File: config.mk
export PLATFORM = sky130hd
export DESIGN_NAME = frame_mem_arbiter_flat
export DESIGN_NICKNAME = d
export VERILOG_FILES = /design/src/rtl/frame_mem_arbiter_if.sv /design/src/rtl/frame_mem_arbiter.sv /design/src/flat_wrapper.sv
export SDC_FILE = /design/constraint.sdc
export NUM_CORES = 1
export LEC_CHECK = 0
export BUFFER_PORTS_ARGS = -buffer_cell sky130_fd_sc_hd__buf_4
export CORE_MARGIN = 5
export CORE_UTILIZATION = 41
export CTS_CLUSTER_DIAMETER = 100
export DETAILED_ROUTE_END_ITERATION = 7
export PLACE_DENSITY = 0.8
export SLEW_MARGIN = 0
export SYNTH_ARGS = -nofsm -noshare
export SYNTH_HDL_FRONTEND = slang
export SYNTH_SLANG_ARGS = --single-unit
File: constraint.sdc
create_clock -name clk -period 1.86 [get_ports clk]
set_clock_uncertainty 0.05 [all_clocks]
set_input_delay 0.279 -clock clk [delete_from_list [all_inputs] [get_ports clk]]
set_output_delay 0.279 -clock clk [all_outputs]
set_load 0.02 [all_outputs]
File: src/rtl/frame_mem_arbiter_if.sv
// Bus bundle for the frame memory arbiter: display read port, writer 0,
// host port, the single-ported memory side and the per-frame stall counter.
interface frame_mem_arbiter_if #(
  parameter int AW = 17,
  parameter int DW = 12
);
  // Display scan-out read port
  logic          disp_req;
  logic [AW-1:0] disp_addr;
  logic          disp_rvalid;
  logic [DW-1:0] disp_rdata;

  // Writer 0 (write-only)
  logic          w0_valid;
  logic          w0_ready;
  logic [AW-1:0] w0_addr;
  logic [DW-1:0] w0_data;

  // Host port (read or write)
  logic          h_valid;
  logic          h_ready;
  logic          h_we;
  logic [AW-1:0] h_addr;
  logic [DW-1:0] h_wdata;
  logic          h_rvalid;
  logic [DW-1:0] h_rdata;

  // Memory side
  logic          mem_en;
  logic          mem_we;
  logic [AW-1:0] mem_addr;
  logic [DW-1:0] mem_wdata;
  logic [DW-1:0] mem_rdata;

  // Frame timing and contention statistics
  logic          frame_start;
  logic [15:0]   stall_cnt;

  // Arbiter view
  modport slave (
    input  disp_req, disp_addr,
    output disp_rvalid, disp_rdata,
    input  w0_valid, w0_addr, w0_data,
    output w0_ready,
    input  h_valid, h_we, h_addr, h_wdata,
    output h_ready, h_rvalid, h_rdata,
    output mem_en, mem_we, mem_addr, mem_wdata,
    input  mem_rdata,
    input  frame_start,
    output stall_cnt
  );

  // Requester / memory view
  modport master (
    output disp_req, disp_addr,
    input  disp_rvalid, disp_rdata,
    output w0_valid, w0_addr, w0_data,
    input  w0_ready,
    output h_valid, h_we, h_addr, h_wdata,
    input  h_ready, h_rvalid, h_rdata,
    input  mem_en, mem_we, mem_addr, mem_wdata,
    output mem_rdata,
    output frame_start,
    input  stall_cnt
  );
endinterface

File: src/rtl/frame_mem_arbiter.sv
// frame_mem_arbiter: shares one single-ported frame memory between the
// display scan-out (absolute priority), writer 0 and the host port.
// One access per cycle; the grant is combinational and the memory strobe
// is registered, so the memory sees the winner one cycle later. Read data
// is routed back using a tag pipeline sized to the memory latency, and a
// per-frame stall counter measures writer back-pressure.
// MEM_LAT must lie in 1..4.
module frame_mem_arbiter #(
  parameter int AW      = 17,
  parameter int DW      = 12,
  parameter int MEM_LAT = 2
) (
  input logic                clk,
  input logic                rst,
  frame_mem_arbiter_if.slave bus
);

  // Grant source encoding
  localparam logic [1:0] SRC_NONE = 2'd0;
  localparam logic [1:0] SRC_DISP = 2'd1;
  localparam logic [1:0] SRC_W0   = 2'd2;
  localparam logic [1:0] SRC_HOST = 2'd3;

  // Round-robin pointer: names the writer that wins the next tie
  localparam logic LG_W0   = 1'b0;
  localparam logic LG_HOST = 1'b1;

  logic [1:0]    grant;
  logic          last_grant;

  logic          mem_en_q;
  logic          mem_we_q;
  logic [AW-1:0] mem_addr_q;
  logic [DW-1:0] mem_wdata_q;

  logic [MEM_LAT:0] tag_disp_q;
  logic [MEM_LAT:0] tag_host_q;

  logic          stall_now;
  logic [15:0]   run_cnt_q;
  logic [15:0]   run_cnt_inc;
  logic [15:0]   stall_cnt_q;

  // Pick this cycle's winner: display first, then writers round-robin;
  // nothing is granted while in reset so both readies stay low
  always_comb begin
    grant = SRC_NONE;
    if (rst) begin
      grant = SRC_NONE;
    end else if (bus.disp_req) begin
      grant = SRC_DISP;
    end else if (bus.w0_valid && bus.h_valid) begin
      grant = (last_grant == LG_HOST) ? SRC_HOST : SRC_W0;
    end else if (bus.w0_valid) begin
      grant = SRC_W0;
    end else if (bus.h_valid) begin
      grant = SRC_HOST;
    end
  end

  assign bus.w0_ready = (grant == SRC_W0);
  assign bus.h_ready  = (grant == SRC_HOST);

  // After each writer grant, point at the writer that just lost
  always_ff @(posedge clk) begin
    if (rst) begin
      last_grant <= LG_W0;
    end else if (grant == SRC_W0) begin
      last_grant <= LG_HOST;
    end else if (grant == SRC_HOST) begin
      last_grant <= LG_W0;
    end
  end

  // Register the winning access onto the memory port; idle cycles keep
  // address and write data so the memory pins do not toggle needlessly
  always_ff @(posedge clk) begin
    if (rst) begin
      mem_en_q    <= 1'b0;
      mem_we_q    <= 1'b0;
      mem_addr_q  <= '0;
      mem_wdata_q <= '0;
    end else begin
      mem_en_q <= (grant != SRC_NONE);
      case (grant)
        SRC_DISP: begin
          mem_we_q   <= 1'b0;
          mem_addr_q <= bus.disp_addr;
        end
        SRC_W0: begin
          mem_we_q    <= 1'b1;
          mem_addr_q  <= bus.w0_addr;
          mem_wdata_q <= bus.w0_data;
        end
        SRC_HOST: begin
          mem_we_q    <= bus.h_we;
          mem_addr_q  <= bus.h_addr;
          mem_wdata_q <= bus.h_wdata;
        end
        default: begin
          mem_we_q <= 1'b0;
        end
      endcase
    end
  end

  assign bus.mem_en    = mem_en_q;
  assign bus.mem_we    = mem_we_q;
  assign bus.mem_addr  = mem_addr_q;
  assign bus.mem_wdata = mem_wdata_q;

  // Shift read-owner tags alongside the memory latency; stage 0 loads with
  // the memory strobe and the last stage lines up with valid mem_rdata
  always_ff @(posedge clk) begin
    if (rst) begin
      tag_disp_q <= '0;
      tag_host_q <= '0;
    end else begin
      tag_disp_q <= {tag_disp_q[MEM_LAT-1:0], (grant == SRC_DISP)};
      tag_host_q <= {tag_host_q[MEM_LAT-1:0], (grant == SRC_HOST) && !bus.h_we};
    end
  end

  assign bus.disp_rvalid = tag_disp_q[MEM_LAT];
  assign bus.h_rvalid    = tag_host_q[MEM_LAT];
  assign bus.disp_rdata  = tag_disp_q[MEM_LAT] ? bus.mem_rdata : '0;
  assign bus.h_rdata     = tag_host_q[MEM_LAT] ? bus.mem_rdata : '0;

  // A writer stalls when it asks but is not the granted source
  assign stall_now = (bus.w0_valid && (grant != SRC_W0)) ||
                     (bus.h_valid  && (grant != SRC_HOST));

  assign run_cnt_inc = (stall_now && (run_cnt_q != 16'hFFFF)) ?
                       run_cnt_q + 16'd1 : run_cnt_q;

  // Count stalled cycles per frame, publishing the total at frame start
  always_ff @(posedge clk) begin
    if (rst) begin
      run_cnt_q   <= '0;
      stall_cnt_q <= '0;
    end else if (bus.frame_start) begin
      stall_cnt_q <= run_cnt_inc;
      run_cnt_q   <= {15'd0, stall_now};
    end else begin
      run_cnt_q <= run_cnt_inc;
    end
  end

  assign bus.stall_cnt = stall_cnt_q;

endmodule

File: src/flat_wrapper.sv
// flat-port wrapper written by rule: the top's interface ports become plain ports
module frame_mem_arbiter_flat 
#(
  parameter int AW      = 17,
  parameter int DW      = 12,
  parameter int MEM_LAT = 2
)
  (clk, rst, bus_disp_req, bus_disp_addr, bus_disp_rvalid, bus_disp_rdata, bus_w0_valid, bus_w0_addr, bus_w0_data, bus_w0_ready, bus_h_valid, bus_h_we, bus_h_addr, bus_h_wdata, bus_h_ready, bus_h_rvalid, bus_h_rdata, bus_mem_en, bus_mem_we, bus_mem_addr, bus_mem_wdata, bus_mem_rdata, bus_frame_start, bus_stall_cnt);
  frame_mem_arbiter_if #(.AW(AW), .DW(DW)) bus_i ();
  input logic clk;
  input logic rst;
  input wire logic [$bits(bus_i.disp_req)-1:0] bus_disp_req;
  input wire logic [$bits(bus_i.disp_addr)-1:0] bus_disp_addr;
  output wire logic [$bits(bus_i.disp_rvalid)-1:0] bus_disp_rvalid;
  output wire logic [$bits(bus_i.disp_rdata)-1:0] bus_disp_rdata;
  input wire logic [$bits(bus_i.w0_valid)-1:0] bus_w0_valid;
  input wire logic [$bits(bus_i.w0_addr)-1:0] bus_w0_addr;
  input wire logic [$bits(bus_i.w0_data)-1:0] bus_w0_data;
  output wire logic [$bits(bus_i.w0_ready)-1:0] bus_w0_ready;
  input wire logic [$bits(bus_i.h_valid)-1:0] bus_h_valid;
  input wire logic [$bits(bus_i.h_we)-1:0] bus_h_we;
  input wire logic [$bits(bus_i.h_addr)-1:0] bus_h_addr;
  input wire logic [$bits(bus_i.h_wdata)-1:0] bus_h_wdata;
  output wire logic [$bits(bus_i.h_ready)-1:0] bus_h_ready;
  output wire logic [$bits(bus_i.h_rvalid)-1:0] bus_h_rvalid;
  output wire logic [$bits(bus_i.h_rdata)-1:0] bus_h_rdata;
  output wire logic [$bits(bus_i.mem_en)-1:0] bus_mem_en;
  output wire logic [$bits(bus_i.mem_we)-1:0] bus_mem_we;
  output wire logic [$bits(bus_i.mem_addr)-1:0] bus_mem_addr;
  output wire logic [$bits(bus_i.mem_wdata)-1:0] bus_mem_wdata;
  input wire logic [$bits(bus_i.mem_rdata)-1:0] bus_mem_rdata;
  input wire logic [$bits(bus_i.frame_start)-1:0] bus_frame_start;
  output wire logic [$bits(bus_i.stall_cnt)-1:0] bus_stall_cnt;
  assign bus_i.disp_req = bus_disp_req;
  assign bus_i.disp_addr = bus_disp_addr;
  assign bus_disp_rvalid = bus_i.disp_rvalid;
  assign bus_disp_rdata = bus_i.disp_rdata;
  assign bus_i.w0_valid = bus_w0_valid;
  assign bus_i.w0_addr = bus_w0_addr;
  assign bus_i.w0_data = bus_w0_data;
  assign bus_w0_ready = bus_i.w0_ready;
  assign bus_i.h_valid = bus_h_valid;
  assign bus_i.h_we = bus_h_we;
  assign bus_i.h_addr = bus_h_addr;
  assign bus_i.h_wdata = bus_h_wdata;
  assign bus_h_ready = bus_i.h_ready;
  assign bus_h_rvalid = bus_i.h_rvalid;
  assign bus_h_rdata = bus_i.h_rdata;
  assign bus_mem_en = bus_i.mem_en;
  assign bus_mem_we = bus_i.mem_we;
  assign bus_mem_addr = bus_i.mem_addr;
  assign bus_mem_wdata = bus_i.mem_wdata;
  assign bus_i.mem_rdata = bus_mem_rdata;
  assign bus_i.frame_start = bus_frame_start;
  assign bus_stall_cnt = bus_i.stall_cnt;
  frame_mem_arbiter #(.AW(AW), .DW(DW), .MEM_LAT(MEM_LAT)) u_core (.clk(clk), .rst(rst), .bus(bus_i));
endmodule
Word level (Yosys, flattened, before mapping):

Cells that the tools add are included.

* equal/unequal tests: 6
* reductions and logical operators: 11
* multiplexer cells: 15
* add/subtract/negate cells: 1

Operators by type and width (number)
* 17-bit case mux with 3 select lines: 1
* 12-bit two-way mux: 2
* 12-bit case mux with 2 select lines: 1
* 16-bit by 1-bit adder with 16-bit output, second input constant: 1
* 16-bit two-way mux: 1
* 16-bit != test, second input constant: 1
* 2-bit two-way mux: 5
* 1-bit logical AND: 5
* 2-bit equality test, second input constant: 2
* 1-bit two-way mux: 4
* 2-bit != test, second input constant: 2
* 2-bit nonzero test: 2
* 3-bit nonzero test: 1
* 2-bit by 1-bit equality test with 1-bit output, second input constant: 1
* 1-bit case mux with 2 select lines: 1
* 2-bit OR reduction: 1
* 1-bit zero test: 1
* 1-bit logical OR: 1

* input bits: 94
* output and inout port bits: 75
* logic and storage cells: 43
* flip-flop bits (word level): 70

Depth between registers and ports, before layout:

Gate-level depths: netlist of the first run.

* word-level depth: 11
* mapped depth: 7
* gate-level depth less buffers: 6

Worst setup path before layout of the first run:

Ideal clock, no wire load.

* path type: register to register
* start point: register u_core.run_cnt_q[9]
* end point: register u_core.stall_cnt_q[5], in the netlist u_core.bus.stall_cnt[5]
* required time: 1.724 ns
* period minus slack after synthesis: 1.770 ns
* stages on the path, launching flop included: 6
* library setup time: 0.086 ns
* arrival time: 1.635 ns
* slack: 0.090 ns
* path buffers: 0
* path through: dfxtp_1 -> nand4_2 -> or4_4 -> nor3b_2 -> xnor2_1 -> a211oi_1

* longest elaborated chain between the ends: 3

RTL lines
* from (decl): line frame_mem_arbiter.sv:40 `logic [15:0] run_cnt_q;`
* from (signal assigned): line frame_mem_arbiter.sv:143 `run_cnt_q <= {15'd0, stall_now};`
* from (signal assigned): line frame_mem_arbiter.sv:145 `run_cnt_q <= run_cnt_inc;`
* 16-bit != test: line frame_mem_arbiter.sv:133 `assign run_cnt_inc = (stall_now && (run_cnt_q != 16'hFFFF)) ?`
* 1-bit logical AND: line frame_mem_arbiter.sv:133
* 16-bit two-way mux: line frame_mem_arbiter.sv:133
* to (signal assigned): line frame_mem_arbiter.sv:142 `stall_cnt_q <= run_cnt_inc;`
* to (decl): line frame_mem_arbiter.sv:42 `logic [15:0] stall_cnt_q;`

Every way passes these cells.
A chain may end at the register's enable or synchronous reset.

Worst setup path after layout of the first run:

* start point: register u_core.run_cnt_q[0]
* end point: register u_core.stall_cnt_q[5], in the netlist u_core.bus.stall_cnt[5]

* longest elaborated chain between the ends: 3
* elaborated cells between the ends (all ways): 4
* those cells by class: add/sub (1); eq/ne (1); mux (1); reduce/logical (1)

RTL lines (line)
* parallel branches: the longest is 2 deep, another holds 16-bit by 1-bit adder with 16-bit output
* 16-bit two-way mux (*): frame_mem_arbiter.sv:133

Mark *: on every way between the ends.

==> flow_summary.yaml, run 1 <==
critical_path:
  ff2ff_path_depth: 6
  reg2reg_to: "u_core.bus.stall_cnt[5]"
  crit_type: "reg -> reg"
  end_kind: "register"
  required_ps: 2080
  r2r-start: "u_core.run_cnt_q[0]"
  cp.arrival_ps: 2090
  regToRegSetupSlack_ps: -10
  cp_max_fo: 5
  cp-start-kind: "register"
layout:
  layout_common_cells: "buf_4, nor2_1, dfxtp_1"
  layout_commonest_cell: "buf_4"
  antennaDiodeCount: 0
  drive_gt1_frac: 0.435
  final_cell_area_um2: 5100
  final_nets: 640
  utilization: 0.630
  final_cell_count_no_fill: 655
  syn2layout_area_growth_pct: 51.4
timing:
  period_needed_ps: 1870
  hold_violations: 0
  slew_headroom: 0.722
  tns_ps: -13.9
  rsz0062_at_grt: "true"
  period_share: 1.01
  worstMarginPinSlew_ps: 417
  setup_viol: 2
  setup_ws_ps: -11.2
  max_freq_ghz: 0.534
  slew_viol_final: 0
  holdWs_ps: 59.7
synth:
  yosys_warnings: 0
  ys.flop_type: "dfxtp_1"
  avgSynthCellArea_um2: 9.01
  synthMuxAreaShare: 0.0892
  synth-simple-area-share: 0.233
  synthAdderAreaFrac: 0.00371
  synthXorXnorAreaFrac: 0.0390
  synth-compound-area-share: 0.165
  syn_inst: 374
  synth_nets: 469
  ys_seq_area_frac: 0.416
  synth_async_sr_flop_share: 0
  ys_types: 47
  synth_area_um2: 3370
  synth_top_family_by_area: "simple AND/OR/NAND/NOR gates"
  ys_seq_elements: 70
  synth_edf_count: 0
placement:
  dpl_cell_area_um2: 4770
  dp_slack_ps: -39.2
  placed_cells: 636
  gp_congestion: 0.839
  dp_hpwl_mm: 7.44
  port_buffers: 168
pwr:
  peakVddDrop_v: 0.000518
  combinationalPowerShare: 0.201
  total_power_mw: 3.60
  pwr-share-clk: 0.350
  power_density_nw_per_um2: 705
  intPower_mw: 2.61
  power_frac_seq: 0.449
  switching_share: 0.275
  p_sw_uw: 989
  p_leak_nw: 2.34
grt:
  antenna_found_initial: 0
  grt_start_max_net_pins: 48
  track_usage: 0.185
  grt_overflow_total: 0
  grt_pass1_vias: 3328
  grt_pass1_wl_mm: 15.2
route:
  dr.pass1.iters: 4
  antenna_left: 0
  dr_total_vias: 3329
  via_per_inst: 5.08
  routed_wirelength_mm: 10.1
  drt-initial-drc-count: 67
  wl_per_cell_um: 15.3
  drc: 0
clock_tree:
  clk_pin_slew_ps: 80
  numCtsBuffers: 9
  insertion_delay_ps: 340
  htree_levels: 3
  cts_root_buffer: "clkbuf_8"
  cts_tree: "yes"
  cts_buffer_depth: 2
  clock_sinks: 70
floorplanning:
  die_height_um: 101
  die_width_um: 101
  initial_core_util: 0.416
  rows: 33
  dieArea_um2: 10100
  coreArea_um2: 8090
  ios: 169
worst_hold_path:
  holdPathEnd: "u_core.tag_host_q[0]"
  min_delay_path_depth: 2
  min-delay-start: "bus_h_we"
  min_path_type: "in -> reg"
outcome:
  violations: "setup timing"
  status: "finished, violations left"
run:
  maxCapViolCount: 0
## routing by layer
metal / track usage / wire, um
met2: 0.340 / 5360
met5: 0 / 0
met4: 0.0694 / 142
met3: 0.0478 / 792
met1: 0.203 / 3760
## kinds of logic after synthesis
group / count (synthesis)
XOR/XNOR: 15
buffers and inverters: 33
multiplexers: 30
flip-flops: 70
AO/OA/AOI/OAI: 73
AND/OR/NAND/NOR: 152
adder cells (fa/ha/maj): 1
## how the worst max path moves through the flow
stage,from,endpoint,cells past startpoint
CTS,u_core.run_cnt_q[0],u_core.bus.stall_cnt[5],6
floorplan,u_core.run_cnt_q[9],u_core.bus.stall_cnt[5],5
global placement,u_core.run_cnt_q[11],u_core.bus.stall_cnt[7],5
global route,u_core.run_cnt_q[0],u_core.bus.stall_cnt[7],6
detailed placement,u_core.run_cnt_q[0],u_core.bus.stall_cnt[5],6
finish,u_core.run_cnt_q[0],u_core.bus.stall_cnt[5],6
## power groups by stage
stage / Sequential (mW) / Combinational (mW) / Clock [mW]
5_1_grt: 1.62 / 0.780 / 1.37
3_3_place_gp: 1.65 / 0.686 / 0
3_5_place_dp: 1.65 / 0.698 / 0
6_report: 1.62 / 0.722 / 1.26
2_1_floorplan: 1.72 / 0.283 / 0
4_1_cts: 1.62 / 0.709 / 1.29
## flip-flops by register name, summed over array words and instances, names as in the netlist, 3 cells and up
| register | flops |
|---|---|
| u_core.run_cnt_q | 16 |
| u_core.tag_host_q | 3 |
| u_core.bus.mem_wdata | 12 |
| u_core.tag_disp_q | 3 |
| u_core.bus.mem_addr | 17 |
| u_core.bus.stall_cnt | 16 |
## cells in the mapped netlist (2+ instances only)
master     n  share of area
nand4_1    3         0.0056
a211oi_2   2         0.0074
xnor2_1   10          0.026
nor3_1     6         0.0089
xor2_1     5          0.013
buf_2      3         0.0045
or2_2      2         0.0037
dfxtp_1   70           0.42
mux2i_1   30          0.089
a21oi_1   18          0.027
inv_1      6         0.0067
clkbuf_8   4          0.016
nor2b_1    4         0.0074
nor3b_2    2         0.0074
nor2_1    69          0.077
nand2_1   20          0.022
a211oi_1  27          0.060
buf_4      3         0.0067
nand3_1    5         0.0074
and2_1    26          0.048
o21ai_2    2         0.0052
clkbuf_1  15          0.017
and4_1     2         0.0052
a211o_1   17          0.044
## area by class of cell
type / instances / area [um^2]
clock buffer: 10 / 138
clock inverter: 6 / 68.8
sequential: 70 / 1410
timing repair buffer: 187 / 1440
inverter: 6 / 22.5
tap: 105 / 131
multi-input combinational: 271 / 1890
fill: 674 / 2990
## worst max-delay path, cell delays in order (launching register included)
cell and delay (ps):
dfxtp_2 360, ha_4 160, nand4_1 130, or4_4 590
nor3b_4 190, xnor2_2 140, a211oi_2 180
## what timing repair did
item	in CTS	in global routing
hold buffers	0	0
resized for setup	10	8
setup endpoints to repair	2	13
buffers inserted	2	1
pin swaps	3	5
Note: power is estimated with default switching activity, not from simulation.
==> run 2, diff against run 1 <==
--- a/config.mk
+++ b/config.mk
@@ -6,11 +6,13 @@
 export NUM_CORES = 1
 export LEC_CHECK = 0
 export BUFFER_PORTS_ARGS = -buffer_cell sky130_fd_sc_hd__buf_4
+export CELL_PAD_IN_SITES_DETAIL_PLACEMENT = 1
+export CELL_PAD_IN_SITES_GLOBAL_PLACEMENT = 2
 export CORE_MARGIN = 5
-export CORE_UTILIZATION = 41
+export CORE_UTILIZATION = 23
 export CTS_CLUSTER_DIAMETER = 100
 export DETAILED_ROUTE_END_ITERATION = 7
-export PLACE_DENSITY = 0.8
+export PLACE_DENSITY = 0.81
 export SLEW_MARGIN = 0
 export SYNTH_ARGS = -nofsm -noshare
 export SYNTH_HDL_FRONTEND = slang
==> flow_summary.yaml, run 2 (same netlist as run 1, synthesis figures left out) <==
pwr:
  p_leak_nw: 2.40
  peakVddDrop_v: 0.000378
  power_density_nw_per_um2: 799
timing:
  holdWs_ps: 59.3
  setup_ws_ps: 66.2
  period_share: 0.964
  tns_ps: 0
  period_needed_ps: 1790
  rsz0062_at_grt: "true"
  hold_violations: 0
  slew_viol_final: 0
  setup_viol: 0
  worstMarginPinSlew_ps: 720
  max_freq_ghz: 0.557
  slew_headroom: 0.518
placement:
  gp_congestion: 0.722
  placed_cells: 717
  dpl_cell_area_um2: 4880
  port_buffers: 168
  dp_hpwl_mm: 9.10
  dp_slack_ps: -11.3
floorplanning:
  initial_core_util: 0.234
  coreArea_um2: 14400
  die_width_um: 131
  dieArea_um2: 17200
  rows: 44
  die_height_um: 131
  ios: 169
route:
  antenna_left: 0
  via_per_inst: 4.59
  dr_total_vias: 3362
  wl_per_cell_um: 16.0
  drt-initial-drc-count: 93
  drc: 0
  dr.pass1.iters: 4
  routed_wirelength_mm: 11.7
critical_path:
  cp-start-kind: "register"
  crit_chain: "nand4_4, or4_4, nor3b_2, xnor2_1, a211oi_1"
  regToRegSetupSlack_ps: 70
  crit_path_top_delay_cell: "or4_4"
  end_kind: "register"
  ff2ff_path_depth: 5
  required_ps: 2060
  crit_type: "reg -> reg"
  cp.arrival_ps: 1990
  reg2reg_to: "u_core.bus.stall_cnt[7]"
  cp_max_fo: 5
  slowest_delay_ps: 580
  r2r-start: "u_core.run_cnt_q[12]"
worst_hold_path:
  holdPathEnd: "u_core.tag_host_q[0]"
  min_path_type: "in -> reg"
  min_delay_path_depth: 2
  min-delay-start: "bus_h_we"
clock_tree:
  clk_pin_slew_ps: 60
  numCtsBuffers: 9
  htree_levels: 3
  clock_sinks: 70
  cts_buffer_depth: 2
  cts_tree: "yes"
  cts_root_buffer: "clkbuf_16"
  ctsHoldBuffers: 0
  insertion_delay_ps: 340
outcome:
  status: "completed"
layout:
  antennaDiodeCount: 0
  drive_gt1_frac: 0.423
  syn2layout_area_growth_pct: 56.1
  final_cell_count_no_fill: 732
  largest_reg_flops: 17
  layout_commonest_cell: "buf_4"
  final_nets: 640
  layout_common_cells: "buf_4, nor2_1, dfxtp_1"
  final.fill_count: 1696
  final_cell_area_um2: 5260
grt:
  track_usage: 0.131
  antenna_found_initial: 1
  grt_pass1_wl_mm: 17.4
  grt_start_max_net_pins: 48
  grt_overflow_total: 0
  grt_pass1_vias: 3497
run:
  maxCapViolCount: 0
-- run 2: how the worst max path moves through the flow --
| stage | slack [ps] | startpoint | end |
|---|---|---|---|
| 5_1_grt | -6 | u_core.run_cnt_q[0] | u_core.bus.stall_cnt[11] |
| 4_1_cts | 4 | u_core.run_cnt_q[0] | u_core.bus.stall_cnt[7] |
| 3_3_place_gp | 70 | u_core.run_cnt_q[1] | u_core.bus.stall_cnt[5] |
| 2_1_floorplan | 90 | u_core.run_cnt_q[9] | u_core.bus.stall_cnt[5] |
| 6_report | 70 | u_core.run_cnt_q[12] | u_core.bus.stall_cnt[7] |
| 3_5_place_dp | -10 | u_core.run_cnt_q[1] | u_core.bus.stall_cnt[7] |
-- run 2: timing repair --
item | CTS | global route
endpoints found under the setup margin | 2 | 6
pin swaps | 1 | 3
gates resized for setup | 4 | 8
buffers inserted | 0 | 1
-- run 2: cell type report --
| type | instances | area, um^2 | share of cell area |
|---|---|---|---|
| multi-input combinational | 271 | 1830 | 0.348 |
| timing repair buffer | 187 | 1440 | 0.274 |
| sequential | 70 | 1410 | 0.269 |
| clock buffer | 11 | 253 | 0.0481 |
| tap | 184 | 230 | 0.0438 |
| clock inverter | 3 | 68.8 | 0.0131 |
| inverter | 6 | 22.5 | 0.00428 |
-- run 2: critical path, delay by kind of cell (launching register included) --
kind / cells / cell delay [ps]
AND/OR/NAND/NOR: 3 / 890
flip-flops: 1 / 400
AO/OA/AOI/OAI: 1 / 220
XOR/XNOR: 1 / 140
-- run 2: power breakdown --
group	internal, mW	total (mW)	switching, mW
clock	1.23	1.87	0.638
sequential	1.58	1.62	0.0451
combinational	0.356	0.708	0.352
total	3.16	4.20	1.04
-- run 2: through the flow --
stage                     total power, mW   util
after global routing                 4.39  0.364
after detailed placement             2.37  0.339
after global placement               2.35  0.339
after CTS                            4.27  0.362
after floorplan                      2.01      -
final                                4.20  0.364
-- run 2: per-layer routing --
metal  wire, um  GRT usage  vias up
met5         12          0        -
met4        210     0.0551        2
met3       1070     0.0398       18
met2       6100      0.243       99
met1       4280      0.136     1601
li1           -          -     1642
==> run 3, diff against run 2 <==
--- a/config.mk
+++ b/config.mk
@@ -8,6 +8,7 @@
 export BUFFER_PORTS_ARGS = -buffer_cell sky130_fd_sc_hd__buf_4
 export CELL_PAD_IN_SITES_DETAIL_PLACEMENT = 1
 export CELL_PAD_IN_SITES_GLOBAL_PLACEMENT = 2
+export CORE_ASPECT_RATIO = 0.7
 export CORE_MARGIN = 5
 export CORE_UTILIZATION = 23
 export CTS_CLUSTER_DIAMETER = 100
==> flow_summary.yaml, run 3 (same netlist as run 1, synthesis figures left out) <==
outcome:
  status: "completed"
route:
  wl_met3_mm: 1.03
  wl_met1_mm: 5.30
  via_per_inst: 4.41
  drt-initial-drc-count: 123
  dr_total_vias: 3303
  wl_met2_mm: 5.01
  top_layer_used: "met4"
  wl_per_cell_um: 15.3
  drc: 0
  antenna_left: 0
  routed_wirelength_mm: 11.4
  dr.pass1.iters: 4
grt:
  antenna_found_initial: 0
  track_usage: 0.130
  grt_overflow_total: 0
  grt_pass1_vias: 3501
  grt_pass1_wl_mm: 18.3
  grt_start_max_net_pins: 43
clock_tree:
  clk_pin_slew_ps: 60
  cts_tree: "yes"
  numCtsBuffers: 9
  clock_sinks: 70
  htree_levels: 3
  insertion_delay_ps: 330
  cts_buffer_depth: 2
  ctsHoldBuffers: 0
  cts_root_buffer: "clkbuf_16"
timing:
  max_freq_ghz: 0.548
  setup_viol: 0
  worstMarginPinSlew_ps: 721
  rsz0062_at_grt: "true"
  hold_violations: 0
  period_needed_ps: 1820
  slew_headroom: 0.518
  period_share: 0.981
  slew_viol_final: 0
  holdWs_ps: 76.3
  tns_ps: 0
layout:
  layout_commonest_cell: "buf_4"
  final.fill_count: 1736
  drive_gt1_frac: 0.435
  final_cell_count_no_fill: 749
  layout_common_cells: "buf_4, nor2_1, dfxtp_1"
  syn2layout_area_growth_pct: 56.7
  largest_reg_flops: 17
  antennaDiodeCount: 0
  final_nets: 644
critical_path:
  end_kind: "register"
  cp.arrival_ps: 2020
  cp-start-kind: "register"
  crit_type: "reg -> reg"
  cp_max_fo: 5
  required_ps: 2060
  crit_path_top_delay_cell: "or4_4"
  slowest_delay_ps: 500
  crit_chain: "ha_4, nand4_1, or4_4, nor3b_2, xnor2_1, a211oi_1"
pwr:
  total_power_mw: 4.07
  p_leak_nw: 2.40
  p_sw_mw: 1.06
  power_frac_seq: 0.399
  power_density_nw_per_um2: 771
  combinationalPowerShare: 0.177
  pwr-share-clk: 0.425
  switching_share: 0.261
  peakVddDrop_v: 0.000330
  intPower_mw: 3.01
floorplanning:
  die_height_um: 111
  rows: 37
  dieArea_um2: 17200
  initial_core_util: 0.232
  coreArea_um2: 14500
  ios: 169
  die_width_um: 155
worst_hold_path:
  min_path_type: "in -> reg"
run:
  maxCapViolCount: 0
placement:
  port_buffers: 168
  gp_congestion: 0.849
  dp_hpwl_mm: 8.77
  placed_cells: 729
==> run 3: cell types whose count changed in the layout (fill, tap and decap cells not counted), sizes merged <==
cell and delta:
clkinvlp +1, clkbuf -1, bufinv -1, buf +3, o21ai +1, clkinv +3
==> run 3: through the flow <==
stage | util | instance area (um^2) | worst slack (ps)
2_1_floorplan | - | 3370 | 89.8
3_3_place_gp | 0.337 | 4890 | -85.6
3_5_place_dp | 0.337 | 4890 | -175
4_1_cts | 0.361 | 5250 | 7.76
5_1_grt | 0.363 | 5280 | -69.7
6_report | 0.363 | 5280 | 35.1
==> run 3: worst paths after layout <==
kind	from	endpoint	slack, ps	cells after the start
hold / removal	bus_h_we	u_core.tag_host_q[0]	80	2
hold reg to reg	u_core.tag_disp_q[0]	u_core.tag_disp_q[1]	400	1
setup / recovery	u_core.run_cnt_q[0]	u_core.bus.stall_cnt[7]	40	6
setup reg to reg	u_core.run_cnt_q[0]	u_core.bus.stall_cnt[7]	40	6
==> run 3: layer usage <==
metal | GRT usage | vias to the layer above
met5 | 0 | -
met3 | 0.0499 | 8
met1 | 0.170 | 1532
li1 | - | 1645
met4 | 0.0365 | 0
met2 | 0.200 | 118
==> run 3: repair_timing <==
item / CTS / global route
resized for setup: 6 / 10
buffers inserted: 3 / 0
pin swaps: 2 / 0
setup endpoints to repair: 34 / 18
gates cloned: 1 / 0
==> run 3: power groups by stage <==
stage	clock network [mW]	logic [mW]	registers, mW
2_1_floorplan	0	0.283	1.72
3_3_place_gp	0	0.701	1.65
3_5_place_dp	0	0.712	1.65
4_1_cts	1.79	0.730	1.62
5_1_grt	1.85	0.783	1.63
6_report	1.73	0.720	1.62
==> run 3: final cells by class <==
cell class / count / area, um^2 / share of cell area
inverter: 6 / 22.5 / 0.00427
clock inverter: 6 / 61.3 / 0.0116
clock buffer: 10 / 239 / 0.0453
tap: 195 / 244 / 0.0462
sequential: 70 / 1420 / 0.268
multi-input combinational: 272 / 1840 / 0.349
timing repair buffer: 190 / 1450 / 0.275
==> run 3: worst max-delay path: cells and delay by family (launching register included) <==
family          cells  cell delay, ps
compound gates      1             220
xor+xnor            1             140
fa+ha+maj           1             150
flops               1             380
simple gates        3             810
